## src/rtl/pwm_pkg.sv

```systemverilog
// Shared definitions for the PWM path: counter width common to the
// generator and capture blocks, and the capture FSM state type.
package pwm_pkg;

  localparam int PWM_W = 10;

  typedef enum logic [1:0] {
    IDLE,
    MEASURE,
    STUCK
  } cap_state_t;

endpackage

```

## src/rtl/pwm_sync_edge.sv

```systemverilog
// Three-flop synchronizer for an asynchronous input with a rising-edge strobe.
// Flops reset to 1 so a low must be seen before any rise is reported.
module pwm_sync_edge (
  input  logic i_clk,
  input  logic i_rst,
  input  logic i_async,
  output logic o_level,
  output logic o_rise
);

  logic [2:0] r_sync;

  always_ff @(posedge i_clk) begin
    if (!i_rst) begin
      r_sync <= 3'b111;
    end else begin
      r_sync <= {r_sync[1:0], i_async};
    end
  end

  assign o_level = r_sync[1];
  assign o_rise  = r_sync[1] & ~r_sync[2];

endmodule

```

## src/rtl/pwm_capture.sv

```systemverilog
// PWM input capture: measures period and high time of pwm_in in clk cycles
// and flags an input that has stopped toggling (stuck high or stuck low).
module pwm_capture
  import pwm_pkg::*;
#(
  parameter int W = PWM_W
) (
  input  logic         clk,
  input  logic         rst,
  input  logic         pwm_in,
  output logic [W-1:0] period,
  output logic [W-1:0] high_time,
  output logic         valid,
  output logic         stuck_hi,
  output logic         stuck_lo
);

  localparam logic [W-1:0] MAX = {W{1'b1}};
  localparam logic [W-1:0] ONE = {{(W-1){1'b0}}, 1'b1};

  cap_state_t   r_state;
  cap_state_t   w_nextState;
  logic         w_level;
  logic         w_rise;
  logic         w_sat;
  logic         w_capture;
  logic         w_inStuck;
  logic [W-1:0] r_cntPer;
  logic [W-1:0] r_cntHi;

  pwm_sync_edge u_sync (
    .i_clk   (clk),
    .i_rst   (rst),
    .i_async (pwm_in),
    .o_level (w_level),
    .o_rise  (w_rise)
  );

  assign w_sat = (r_cntPer == MAX);

  always_ff @(posedge clk) begin
    if (!rst) begin
      r_state <= IDLE;
    end else begin
      r_state <= w_nextState;
    end
  end

  // A rise always takes priority over saturation, so a period of exactly MAX is still captured.
  always_comb begin
    w_nextState = r_state;
    case (r_state)
      IDLE, MEASURE: begin
        if (w_rise) begin
          w_nextState = MEASURE;
        end else if (w_sat) begin
          w_nextState = STUCK;
        end
      end
      STUCK: begin
        if (w_rise) begin
          w_nextState = MEASURE;
        end
      end
      default: w_nextState = IDLE;
    endcase
  end

  always_comb begin
    w_capture = 1'b0;
    w_inStuck = 1'b0;
    case (r_state)
      MEASURE: w_capture = w_rise;
      STUCK:   w_inStuck = 1'b1;
      default: ;
    endcase
  end

  always_ff @(posedge clk) begin
    if (!rst) begin
      r_cntPer <= '0;
      r_cntHi  <= '0;
    end else if (w_rise) begin
      r_cntPer <= ONE;
      r_cntHi  <= ONE;
    end else if (w_inStuck) begin
      r_cntPer <= MAX;
      r_cntHi  <= MAX;
    end else begin
      if (r_cntPer != MAX) begin
        r_cntPer <= r_cntPer + ONE;
      end
      if (w_level && (r_cntHi != MAX)) begin
        r_cntHi <= r_cntHi + ONE;
      end
    end
  end

  // The rise that leaves STUCK ends an incomplete period, so it clears the flags without capturing.
  always_ff @(posedge clk) begin
    if (!rst) begin
      period    <= '0;
      high_time <= '0;
      valid     <= 1'b0;
      stuck_hi  <= 1'b0;
      stuck_lo  <= 1'b0;
    end else begin
      valid    <= w_capture;
      stuck_hi <= w_inStuck & ~w_rise & w_level;
      stuck_lo <= w_inStuck & ~w_rise & ~w_level;
      if (w_capture) begin
        period    <= r_cntPer;
        high_time <= r_cntHi;
      end
    end
  end

endmodule
```

## config.mk

```make
export PLATFORM = sky130hd
export DESIGN_NAME = pwm_capture
export DESIGN_NICKNAME = d
export VERILOG_FILES = /design/src/rtl/pwm_pkg.sv /design/src/rtl/pwm_sync_edge.sv /design/src/rtl/pwm_capture.sv
export SDC_FILE = /design/constraint.sdc
export NUM_CORES = 1
export LEC_CHECK = 0
export ABC_AREA = 1
export CAP_MARGIN = 20
export CORE_ASPECT_RATIO = 1.75
export CORE_UTILIZATION = 54
export DETAILED_ROUTE_END_ITERATION = 12
export HOLD_SLACK_MARGIN = 0.1
export MAX_ROUTING_LAYER = met4
export PLACE_DENSITY = 0.78
export SYNTH_ARGS = -nofsm -noshare
export SYNTH_HDL_FRONTEND = slang
export SYNTH_SLANG_ARGS = --single-unit
```

## constraint.sdc

```tcl
create_clock -name clk -period 1.77 [get_ports clk]
set_input_delay 0.531 -clock clk [delete_from_list [all_inputs] [get_ports clk]]
set_output_delay 0.531 -clock clk [all_outputs]
set_load 0.02 [all_outputs]
```

## After elaboration in Yosys (flattened, before gate mapping)

Index checks and enable logic that the tools add are counted.

- Add/sub/neg operators: 2
- $mul: 0
- Divide/modulo/power cells: 0
- Magnitude comparators: 0
- Eq/ne operators: 7
- Shifts and indexed selects: 0
- Multiplexer cells: 12
- Bitwise logic cells: 8
- Reduce and logical (&&, ||, !) cells: 9

Operator list:

| operator | number |
|---|---|
| 10-bit 2-to-1 mux | 4 |
| 10-bit by 1-bit adder with 10-bit output (second input constant) | 2 |
| 10-bit inequality test (second input constant) | 2 |
| 10-bit == test (second input constant) | 1 |
| 2-bit 2-to-1 mux | 3 |
| 3-bit nonzero test | 2 |
| 1-bit AND | 4 |
| 1-bit 2-to-1 mux | 4 |
| 1-bit inverter | 4 |
| 2-bit one-hot mux with 2 select lines | 1 |
| 2-bit nonzero test | 2 |
| 2-bit OR reduction | 2 |
| 3-bit inequality test (second input constant) | 1 |
| 2-bit by 1-bit == test with 1-bit output (second input constant) | 1 |
| 2-bit == test (second input constant) | 1 |
| 2-bit logical NOT | 1 |
| 2-bit inequality test (second input constant) | 1 |
| 2-bit AND reduction | 1 |
| 1-bit logical AND | 1 |

- Register bits after elaboration: 48
- Latch bits: 0
- Bits in writable memories: 0
- Memory bits (read-only): 0
- Output and inout port bits: 23
- Word-level logic and storage cells: 49
- Memories kept: 0

## Logic depth before layout (Yosys ltp)

Gate-level depths: netlist of the first run.

- Depth in word-level cells: 5
- Depth in mapped cells: 10
- Mapped depth without buffers: 9

## By module

From an unflattened synthesis of the first run, not the netlist that was laid out.

- Cell total of the unflattened synthesis: 281
- Area, all modules: 2114.5 µm²

Modules (own cells, without submodules):

| module | instances | cells an instance | area each (µm²) | seq. area each (µm²) |
|---|---|---|---|---|
| pwm_capture | 1 | 271 | 2025.7 | 900.9 |
| pwm_sync_edge | 1 | 10 | 88.8 | 60.1 |

## Worst setup path after synthesis of the first run

OpenSTA, ideal clock, no wires.

- Kind: register -> register
- Start: register r_cntPer[0]
- End: register r_cntPer[0]
- Library setup time: 110 ps
- Arrival time: 1252 ps
- Required time: 1660 ps
- Slack: 409 ps
- Stages on the path, launching flop included: 9
- Buffers on the path: 0
- Period minus slack after synthesis: 1361 ps
- Path through: dfxtp_1 > ha_1 > nand2_2 > nor3_4 > nand3_1 > nand2_1 > nand3_1 > nand2_1 > inv_1

- Longest elaborated chain between the ends: 4

RTL lines:

| element | line | text |
|---|---|---|
| start, declared | pwm_capture.sv:28 | `logic [W-1:0] r_cntPer;` |
| start signal, assigned | pwm_capture.sv:91 | `r_cntPer <= r_cntPer + ONE;` |
| 10-bit by 1-bit adder with 10-bit output | pwm_capture.sv:91 |  |
| 10-bit 2-to-1 mux | pwm_capture.sv:90 | `if (r_cntPer != MAX) begin` |
| 10-bit 2-to-1 mux | pwm_capture.sv:86 | `end else if (w_inStuck) begin` |
| 1-bit 2-to-1 mux | pwm_capture.sv:83 | `end else if (w_rise) begin` |

Several ways; a longest one is shown, not always the timed one. The select of a mux whose other input is x is not followed.
A chain may end at the register's enable or synchronous reset.

## Final worst setup path of the first run

- Start: register valid
- End: output port valid

RTL lines:

| element | line | text |
|---|---|---|
| start, declared | pwm_capture.sv:13 | `output logic valid,` |
| start signal, assigned | pwm_capture.sv:108 | `valid <= w_capture;` |

No word-level cell between the ends.

==> reports/metrics.cfg, run 1 <==
[outcome]
outcome = completed

[min_path]
hold_start = u_sync.r_sync[0]
min_path_cells = 1
hold_path_end = u_sync.r_sync[1]
min_path_type = reg -> reg

[global_route]
grt_util_all_layers_pct = 22.7
grt_pass1_wl_mm = 7.18
grt_max_degree = 32
overflow = 0
antenna_found_initial = 0
grt_pass1_vias = 1667

[die]
die_area_um2 = 4130
die_w_um = 49.0
io_pins = 26
num_rows = 29
core_um2 = 3660
die_h_um = 84.2
start_util_pct = 56.9

[worst_setup_path]
critPathTopFamily = buffers and inverters
end_kind = output port
max_stage_delay_ps = 590
worstSetupPathType = reg -> out
rr_startpoint = r_cntPer[0]
path_buf_inv = 1
rr_endpoint = r_cntPer[0]
startpoint_type = flip-flop
ff2ff_path_depth = 8
arrival_ps = 1200
ff2ff_setup_slack_ps = 220
worstPathMaxFanout = 1
required_ps = 1240
path_cells = clkdlybuf4s50_1
slowest_stage = clkdlybuf4s50_1

[drt]
drcViolationCount = 0
vias = 1832
dr.first_iter.drc_count = 62
drt-total-wl_mm = 3.99
postRouteAntennaNets = 0
routedWlPerCell_um = 11.3
first_pass_iters = 4
routed_via_density = 5.16

[layout]
drive_above_1_share_pct = 9.71
num_antenna_cells = 0
syn2layout_area_growth_pct = 19.5
finalNetCount = 313
fillCellCount = 337

[power_and_ir_drop]
power.density_nw_per_um2 = 803
p_clk_share_pct = 40.0
p_switching_w = 0.000444
internal-power_w = 0.00156
pwr-share-comb_pct = 4.5
sequentialPowerShare_pct = 55.5
switching_share_pct = 22.1
power.leakage_nw = 1.21
total_power_w = 0.00200
peakVddDrop_mv = 0.898

[sta]
fin_skew_ps = 7.73
drv_slew = 0
finalCritPeriodShare_pct = 98.0
setup_tns_ps = 0
slew_headroom_pct = 65.5
fmax_ghz = 0.577
hold_violations = 0
setup_viol = 0
worst_slew_pin_slew_ps = 517
rsz0062_at_grt = no
holdWs_ps = 442
post-route-min-period_ps = 1730

[synthesis]
yosys_register_bits = 48
syn_nets = 286
syn_area_per_cell_um2 = 7.43
synth-simple-area-share_pct = 30.0
synthCells = 281
synthMuxAreaShare_pct = 0
synth-compound-area-share_pct = 12.4
synth_xor_area_share_pct = 2.10
synth_cell_type_count = 29
yosys.area_share.adder_pct = 1.20
yosysWarnings = 0
ys_seq_area_share_pct = 46.0
synth_top_family_by_area = simple AND/OR/NAND/NOR gates
syn_area_um2 = 2090

[clocking]
cts_setup_buffers = 0
cts.sinks = 48
clkSlewWorstSetupHoldPaths_ps = 90
cts_tree = done
cts_root_buf = clkbuf_8
cts_hold_buf = 0
htree_levels = 2
clock_path_buffers = 2
clk_latency_ps = 300
cts_buffers = 5

[job]
maxCapViolations = 0

[placement]
place.gp.congestion = 0.818
port_buffers = 25
hpwlAfterDp_mm = 2.80

kinds of logic (layout without fill, tap and decap cells):
group	Yosys count	after routing
flip-flops	48	48
AO/OA/AOI/OAI	51	51
AND/OR/NAND/NOR	133	133
adder cells (fa/ha/maj)	2	2
buffers and inverters	42	70
XOR/XNOR	5	5
how the worst max path moves through the flow:
stage	cells past startpoint	end	startpoint
after global placement	5	r_cntPer[4]	rst
final	1	valid	valid
after CTS	1	high_time[1]	high_time[1]
after global routing	1	valid	valid
after floorplan	8	r_cntPer[0]	r_cntPer[0]
after detailed placement	5	r_cntPer[8]	rst
sequential cells by signal, summed over array words and instances, names as in the netlist:
name / flops
valid: 1
high_time: 10
stuck_lo: 1
r_cntPer: 10
period: 10
u_sync.r_sync: 3
r_cntHi: 10
stuck_hi: 1
r_state: 2
area by class of cell:
class / count / area (um^2) / area share [%]
clock buffers: 5 / 68.8 / 2.76
inverters: 32 / 120 / 4.82
flip-flops and latches: 48 / 961 / 38.5
well taps: 46 / 57.6 / 2.31
repair buffers: 30 / 287 / 11.5
multi-input cells: 191 / 953 / 38.2
clock inverters: 3 / 46.3 / 1.86
power groups by stage:
stage	Clock (W)	Sequential [W]	Combinational, W
after CTS	0.000817	0.00111	0.0000907
after detailed placement	0	0.00114	0.0000912
after global placement	0	0.00114	0.0000895
final	0.000801	0.00111	0.0000896
after floorplan	0	0.00114	0.0000629
after global routing	0.000869	0.00112	0.000103
layout by cell type, fill, tap and decap left out, types with 4 or more instances in the layout:
cell type,Yosys,routed
dlymetal6s2s_1,0,7
nand3_1,27,27
buf_4,0,5
clkbuf_8,0,5
nand2_1,48,48
nor2_1,34,34
a21oi_1,24,24
inv_1,29,29
xor2_1,4,4
dlygate4sd2_1,0,15
dfxtp_1,48,48
nand2_2,4,4
o21ai_0,23,23
routing by layer:
layer	GRT usage, %	up-vias	wire length, um
met5	-	-	0
met4	10.7	0	98
met3	2.72	9	107
met2	41.0	31	2090
met1	23.9	829	1700
li1	-	963	-
synthesized netlist by cell type (all sizes together):
library cell	instances	area share (%)
a21oi	24	5.8
a31oi	3	0.90
buf	8	2.2
clkbuf	2	0.36
dfxtp	48	46
ha	2	1.2
inv	32	5.8
nand2	52	9.8
nand3	28	7.3
nand3b	4	1.6
nand4	3	0.90
nor2	38	7.6
nor3	3	1.3
nor4	1	0.30
o21ai	24	5.8
or2	4	1.2
xnor2	1	0.42
xor2	4	1.7
per-stage QoR:
step	instance area [um^2]	setup WS, ps	cells	util (%)
after floorplan	2090	409	281	-
after global placement	2380	62.7	347	64.9
after detailed placement	2380	39.1	347	64.9
after CTS	2480	0.464	355	67.6
after global routing	2490	5.53	355	68.0
final	2490	35.5	355	68.0
what timing repair did:
action                                  4_1_cts  5_1_grt
gates cloned                                  0        0
resized for setup                            15        7
endpoints found under the setup margin       15        7
No activity file was read; power rests on OpenSTA's default activity.
==> run 2: changes to the inputs <==
CORE_ASPECT_RATIO = not set   (was 1.75)
==> run 2 against run 1 <==
Net effect:
- first-iteration DRC count grew 140%
- via count rose by 0.98%
- cell area increased by 0.25%
- critical endpoint is now r_cntPer[0]
- die area shrank 0.25%
- fmax up 6.5%
- critical path depth grew 7
- worst hold slack gained 5.7 ps
- non-clock buffer count is 3 higher
- wire length up 2.9%
==> reports/metrics.cfg, run 2 (synthesized netlist as in run 1, its figures left out) <==
[outcome]
outcome = completed

[min_path]
min_path_type = reg -> reg
hold_path_end = u_sync.r_sync[1]
min_path_cells = 1  ; unchanged
hold_start = u_sync.r_sync[0]

[layout]
syn2layout_area_growth_pct = 19.8
finalNetCount = 316  ; +0.96%
num_antenna_cells = 0  ; unchanged
postLayoutCellArea_um2 = 2500  ; +0.25%
mostFrequentLayoutCells = nand2_1, dfxtp_1, nor2_1, inv_1, nand3_1
instances_no_fill = 360  ; +1.4%
drive_above_1_share_pct = 10.6  ; +0.87 points
fin_util_pct = 67.8  ; -0.27 points

[worst_setup_path]
rr_startpoint = r_cntPer[0]
rr_endpoint = r_cntPer[0]
required_ps = 1980  ; +740 ps
ff2ff_path_depth = 8  ; unchanged
arrival_ps = 1840  ; +640 ps
end_kind = flip-flop
ff2ff_setup_slack_ps = 140  ; -80 ps
worstPathMaxFanout = 6  ; +5
worstSetupPathType = reg -> reg
startpoint_type = flip-flop

[drt]
dr.first_iter.drc_count = 148  ; +140%
routedWlPerCell_um = 11.4  ; +1.5%
vias = 1850  ; +0.98%
routed_via_density = 5.14  ; -0.42%
drt-total-wl_mm = 4.11  ; +2.9%
drcViolationCount = 0  ; unchanged
postRouteAntennaNets = 0  ; unchanged
first_pass_iters = 4  ; unchanged

[sta]
rsz0062_at_grt = no
slew_headroom_pct = 68.3  ; +2.8 points
hold_violations = 0  ; unchanged
setup_viol = 0  ; unchanged
drv_slew = 0  ; unchanged
setup_tns_ps = 0  ; unchanged
fin_skew_ps = 7.55  ; -0.176 ps
finalCritPeriodShare_pct = 92.0  ; -6.0 points
worst_slew_pin_slew_ps = 475  ; -42.4 ps
post-route-min-period_ps = 1630  ; -106 ps
fmax_ghz = 0.614  ; +6.5%

[power_and_ir_drop]
peakVddDrop_mv = 0.507  ; -44%
p_clk_share_pct = 35.4  ; -4.6 points
power.density_nw_per_um2 = 752  ; -6.4%
power.leakage_nw = 1.19  ; -1.4%
sequentialPowerShare_pct = 59.2  ; +3.7 points
pwr-share-comb_pct = 5.3  ; +0.8 points
switching_share_pct = 24.4  ; +2.2 points
internal-power_w = 0.00142  ; -8.9%
p_switching_w = 0.000458  ; +3.3%

[global_route]
grt_max_degree = 32  ; unchanged
overflow = 0  ; unchanged
grt_pass1_wl_mm = 6.87  ; -4.4%
antenna_found_initial = 0  ; unchanged
grt_util_all_layers_pct = 22.2  ; -0.50 points
grt_pass1_vias = 1533  ; -8.0%

[die]
die_h_um = 64.2  ; -24%
core_um2 = 3690  ; +0.65%
num_rows = 22  ; -24%
start_util_pct = 56.6  ; -0.37 points
die_w_um = 64.2  ; +31%
io_pins = 26  ; unchanged
die_area_um2 = 4120  ; -0.25%

[placement]
dp_cells = 352  ; +1.4%
place.gp.congestion = 0.775  ; -5.3%
placed_cell_area_um2 = 2420  ; +1.6%
port_buffers = 25  ; unchanged
hpwlAfterDp_mm = 2.81  ; +0.48%

[job]
maxCapViolations = 0  ; unchanged

[clocking]
htree_levels = 2  ; unchanged
clkSlewWorstSetupHoldPaths_ps = 90  ; about the same
cts.sinks = 48  ; unchanged
cts_root_buf = clkbuf_8
cts_buffers = 5  ; unchanged
clk_latency_ps = 300  ; about the same
cts_tree = done
clock_path_buffers = 2  ; unchanged
cts_hold_buf = 0  ; unchanged

==> run 2: worst max path at each step <==
stage / depth (start not counted) / slack [ps] / start / end
final: 8 / 140 / r_cntPer[0] / r_cntPer[0]
after global routing: 8 / 70 / r_cntPer[0] / r_cntPer[0]
after CTS: 1 / 2 / high_time[1] / high_time[1]
after detailed placement: 6 / 110 / rst / r_cntPer[5]
after global placement: 6 / 160 / rst / r_cntPer[3]
after floorplan: 8 / 410 / r_cntPer[0] / r_cntPer[0]
==> run 2: per-stage QoR <==
step	power, W	hold slack (ps)	setup WS (ps)
final	0.00188	448	142
after global routing	0.00196	472	66.8
after global placement	0.00124	407	157
after CTS	0.00189	455	2.26
after floorplan	0.00120	393	409
after detailed placement	0.00124	421	108
==> run 2: power groups by stage <==
stage / logic [W] / registers [W] / clock network [W]
6_report: 0.0000999 / 0.00111 / 0.000666
5_1_grt: 0.000110 / 0.00112 / 0.000736
4_1_cts: 0.000100 / 0.00111 / 0.000676
3_5_place_dp: 0.000101 / 0.00114 / 0
3_3_place_gp: 0.0000978 / 0.00114 / 0
2_1_floorplan: 0.0000629 / 0.00114 / 0
==> run 2: repair_timing <==
item                                    in CTS  in global routing
resized for setup                           18                  5
buffers inserted                             0                  0
cloned                                       0                  0
endpoints found under the setup margin      18                  5
==> run 2: per-layer routing <==
| metal | routed length [um] | track usage (%) |
|---|---|---|
| met1 | 2050 | 28.7 |
| met2 | 1810 | 33.6 |
| met3 | 178 | 5.36 |
| met4 | 70 | 8.33 |
| met5 | 0 | - |
==> run 2: layout make-up <==
type                       count  area [um^2]
clock inverter                 3         23.8
clock buffer                   5         68.8
tap                           48         60.1
fill                         351         1190
timing repair buffer          33          313
inverter                      32          120
multi-input combinational    191          953
sequential                    48          961
==> run 2: worst max-delay path, stage by stage, from the launching register on <==
cell	delay, ps
dfxtp_1	430
ha_1	240
nand2_2	90
nor3_4	310
nand3_1	210
nand2_1	100
nand3_1	70
nand2_1	60
inv_1	30
==> run 3: changes to the inputs <==
CORE_MARGIN = 5   (was not set)
SKIP_LAST_GASP = 1   (was not set)
==> run 3 against run 2 <==
Net effect:
- fmax fell by 5.9%
- non-clock buffer count is 4 lower
- sequential power is essentially flat
- critical endpoint is now valid
- largest cell class unchanged
- highest routed layer unchanged
==> reports/metrics.cfg, run 3 (synthesized netlist as in run 1, its figures left out) <==
[outcome]
outcome = completed

[placement]
place.gp.congestion = 0.854  ; +10%
port_buffers = 25  ; unchanged
hpwlAfterDp_mm = 3.14  ; +12%
placed_cell_area_um2 = 2370  ; -1.8%

[global_route]
grt_pass1_vias = 1772  ; +16%
antenna_found_initial = 0  ; unchanged
grt_util_all_layers_pct = 19.1  ; -3.1 points
grt_pass1_wl_mm = 7.73  ; +13%
overflow = 0  ; unchanged
grt_max_degree = 32  ; unchanged

[min_path]
hold_path_end = u_sync.r_sync[1]
min_path_cells = 1  ; unchanged
min_path_type = reg -> reg
hold_start = u_sync.r_sync[0]

[worst_setup_path]
path_cells = clkdlybuf4s50_1
worstPathMaxFanout = 1  ; -5
rr_endpoint = r_cntHi[1]
end_kind = output port
required_ps = 1240  ; -740 ps
setup.worst_path.start = valid
rr_startpoint = r_cntHi[1]
arrival_ps = 1200  ; -640 ps
ff2ff_setup_slack_ps = 150  ; about the same
startpoint_type = flip-flop
path_buf_inv = 1  ; unchanged
max_stage_delay_ps = 590  ; +160 ps
worstSetupPathType = reg -> out
critPathTopFamily = buffers and inverters
ff2ff_path_depth = 8  ; unchanged
slowest_stage = clkdlybuf4s50_1

[die]
io_pins = 26  ; unchanged
die_w_um = 72.2  ; +12%
die_h_um = 72.2  ; +12%
die_area_um2 = 5210  ; +26%
start_util_pct = 56.2  ; -0.42 points
core_um2 = 3720  ; +0.75%
num_rows = 22  ; unchanged

[sta]
hold_violations = 0  ; unchanged
finalCritPeriodShare_pct = 97.8  ; +5.8 points
fmax_ghz = 0.578  ; -5.9%
worst_slew_pin_slew_ps = 518  ; +43.6 ps
drv_slew = 0  ; unchanged
rsz0062_at_grt = no
post-route-min-period_ps = 1730  ; +103 ps
fin_skew_ps = 6.41  ; -1.15 ps
setup_viol = 0  ; unchanged
slew_headroom_pct = 65.4  ; -2.9 points

[power_and_ir_drop]
pwr-share-comb_pct = 4.9  ; -0.4 points
p_switching_w = 0.000409  ; -11%
sequentialPowerShare_pct = 59.8  ; +0.6 points
power.leakage_nw = 1.13  ; -5.5%
total_power_w = 0.00186  ; -1.0%
p_clk_share_pct = 35.3  ; about the same
switching_share_pct = 22.0  ; -2.4 points
internal-power_w = 0.00145  ; +2.1%
power.density_nw_per_um2 = 761  ; +1.2%
peakVddDrop_mv = 0.574  ; +13%

[layout]
mostFrequentLayoutCells = nand2_1, dfxtp_1, nor2_1, inv_1, nand3_1
drive_above_1_share_pct = 8.77  ; -1.8 points
finalNetCount = 312  ; -1.3%
syn2layout_area_growth_pct = 17.1
num_antenna_cells = 0  ; unchanged
fin_util_pct = 65.8  ; -2.0 points
postLayoutCellArea_um2 = 2440  ; -2.2%

[drt]
routed_via_density = 5.21  ; +1.3%
postRouteAntennaNets = 0  ; unchanged
vias = 1854  ; +0.22%
drt-total-wl_mm = 4.55  ; +11%
routedWlPerCell_um = 12.8  ; +12%
first_pass_iters = 4  ; unchanged
drcViolationCount = 0  ; unchanged
dr.first_iter.drc_count = 113  ; -24%

[clocking]
cts_setup_buffers = 0  ; unchanged
htree_levels = 2  ; unchanged
clk_latency_ps = 300  ; about the same
cts.sinks = 48  ; unchanged
clkSlewWorstSetupHoldPaths_ps = 80  ; about the same
cts_buffers = 5  ; unchanged
cts_root_buf = clkbuf_8
cts_tree = done
cts_hold_buf = 0  ; unchanged
clock_path_buffers = 2  ; unchanged

[job]
maxCapViolations = 0  ; unchanged

-- run 3: repair_timing --
action	CTS	global route
resized for setup	20	2
endpoints found under the hold margin	0	0
setup endpoints to repair	20	2
-- run 3: how the worst max path moves through the flow --
stage               cells after the start  slack [ps]          end
floorplan                               8         410  r_cntPer[0]
global placement                        5          30  r_cntPer[6]
detailed placement                      5         -40  r_cntPer[5]
CTS                                     1          20     stuck_lo
global route                            1           3        valid
finish                                  1          40        valid
-- run 3: area by class of cell --
class	instances	area, um^2
inverters	32	120
fillers	346	1270
flip-flops and latches	48	961
well taps	48	60.1
repair buffers	29	260
clock buffers	8	90.1
multi-input cells	191	953
-- run 3: power by group through the flow --
stage | registers (W) | logic (W) | clock network (W)
6_report | 0.00111 | 0.0000904 | 0.000657
5_1_grt | 0.00112 | 0.000103 | 0.000732
3_5_place_dp | 0.00114 | 0.0000908 | 0
3_3_place_gp | 0.00114 | 0.0000886 | 0
4_1_cts | 0.00111 | 0.0000903 | 0.000678
2_1_floorplan | 0.00114 | 0.0000629 | 0
-- run 3: layer usage --
| metal | vias to the layer above | part of all wire [%] | global-route usage [%] |
|---|---|---|---|
| li1 | 958 | - | - |
| met2 | 41 | 50 | 31.3 |
| met5 | - | 0 | - |
| met3 | 8 | 3.8 | 4.57 |
| met4 | 0 | 1.5 | 7.93 |
| met1 | 847 | 45 | 22.4 |
-- run 3: metrics by stage --
stage	setup TNS, ps	hold slack (ps)	setup WS [ps]	cells
floorplan	0	393	409	281
global placement	0	403	29.9	348
detailed placement	-250	408	-39.5	348
CTS	0	433	19.6	356
global route	0	454	2.93	356
finish	0	437	39.3	356
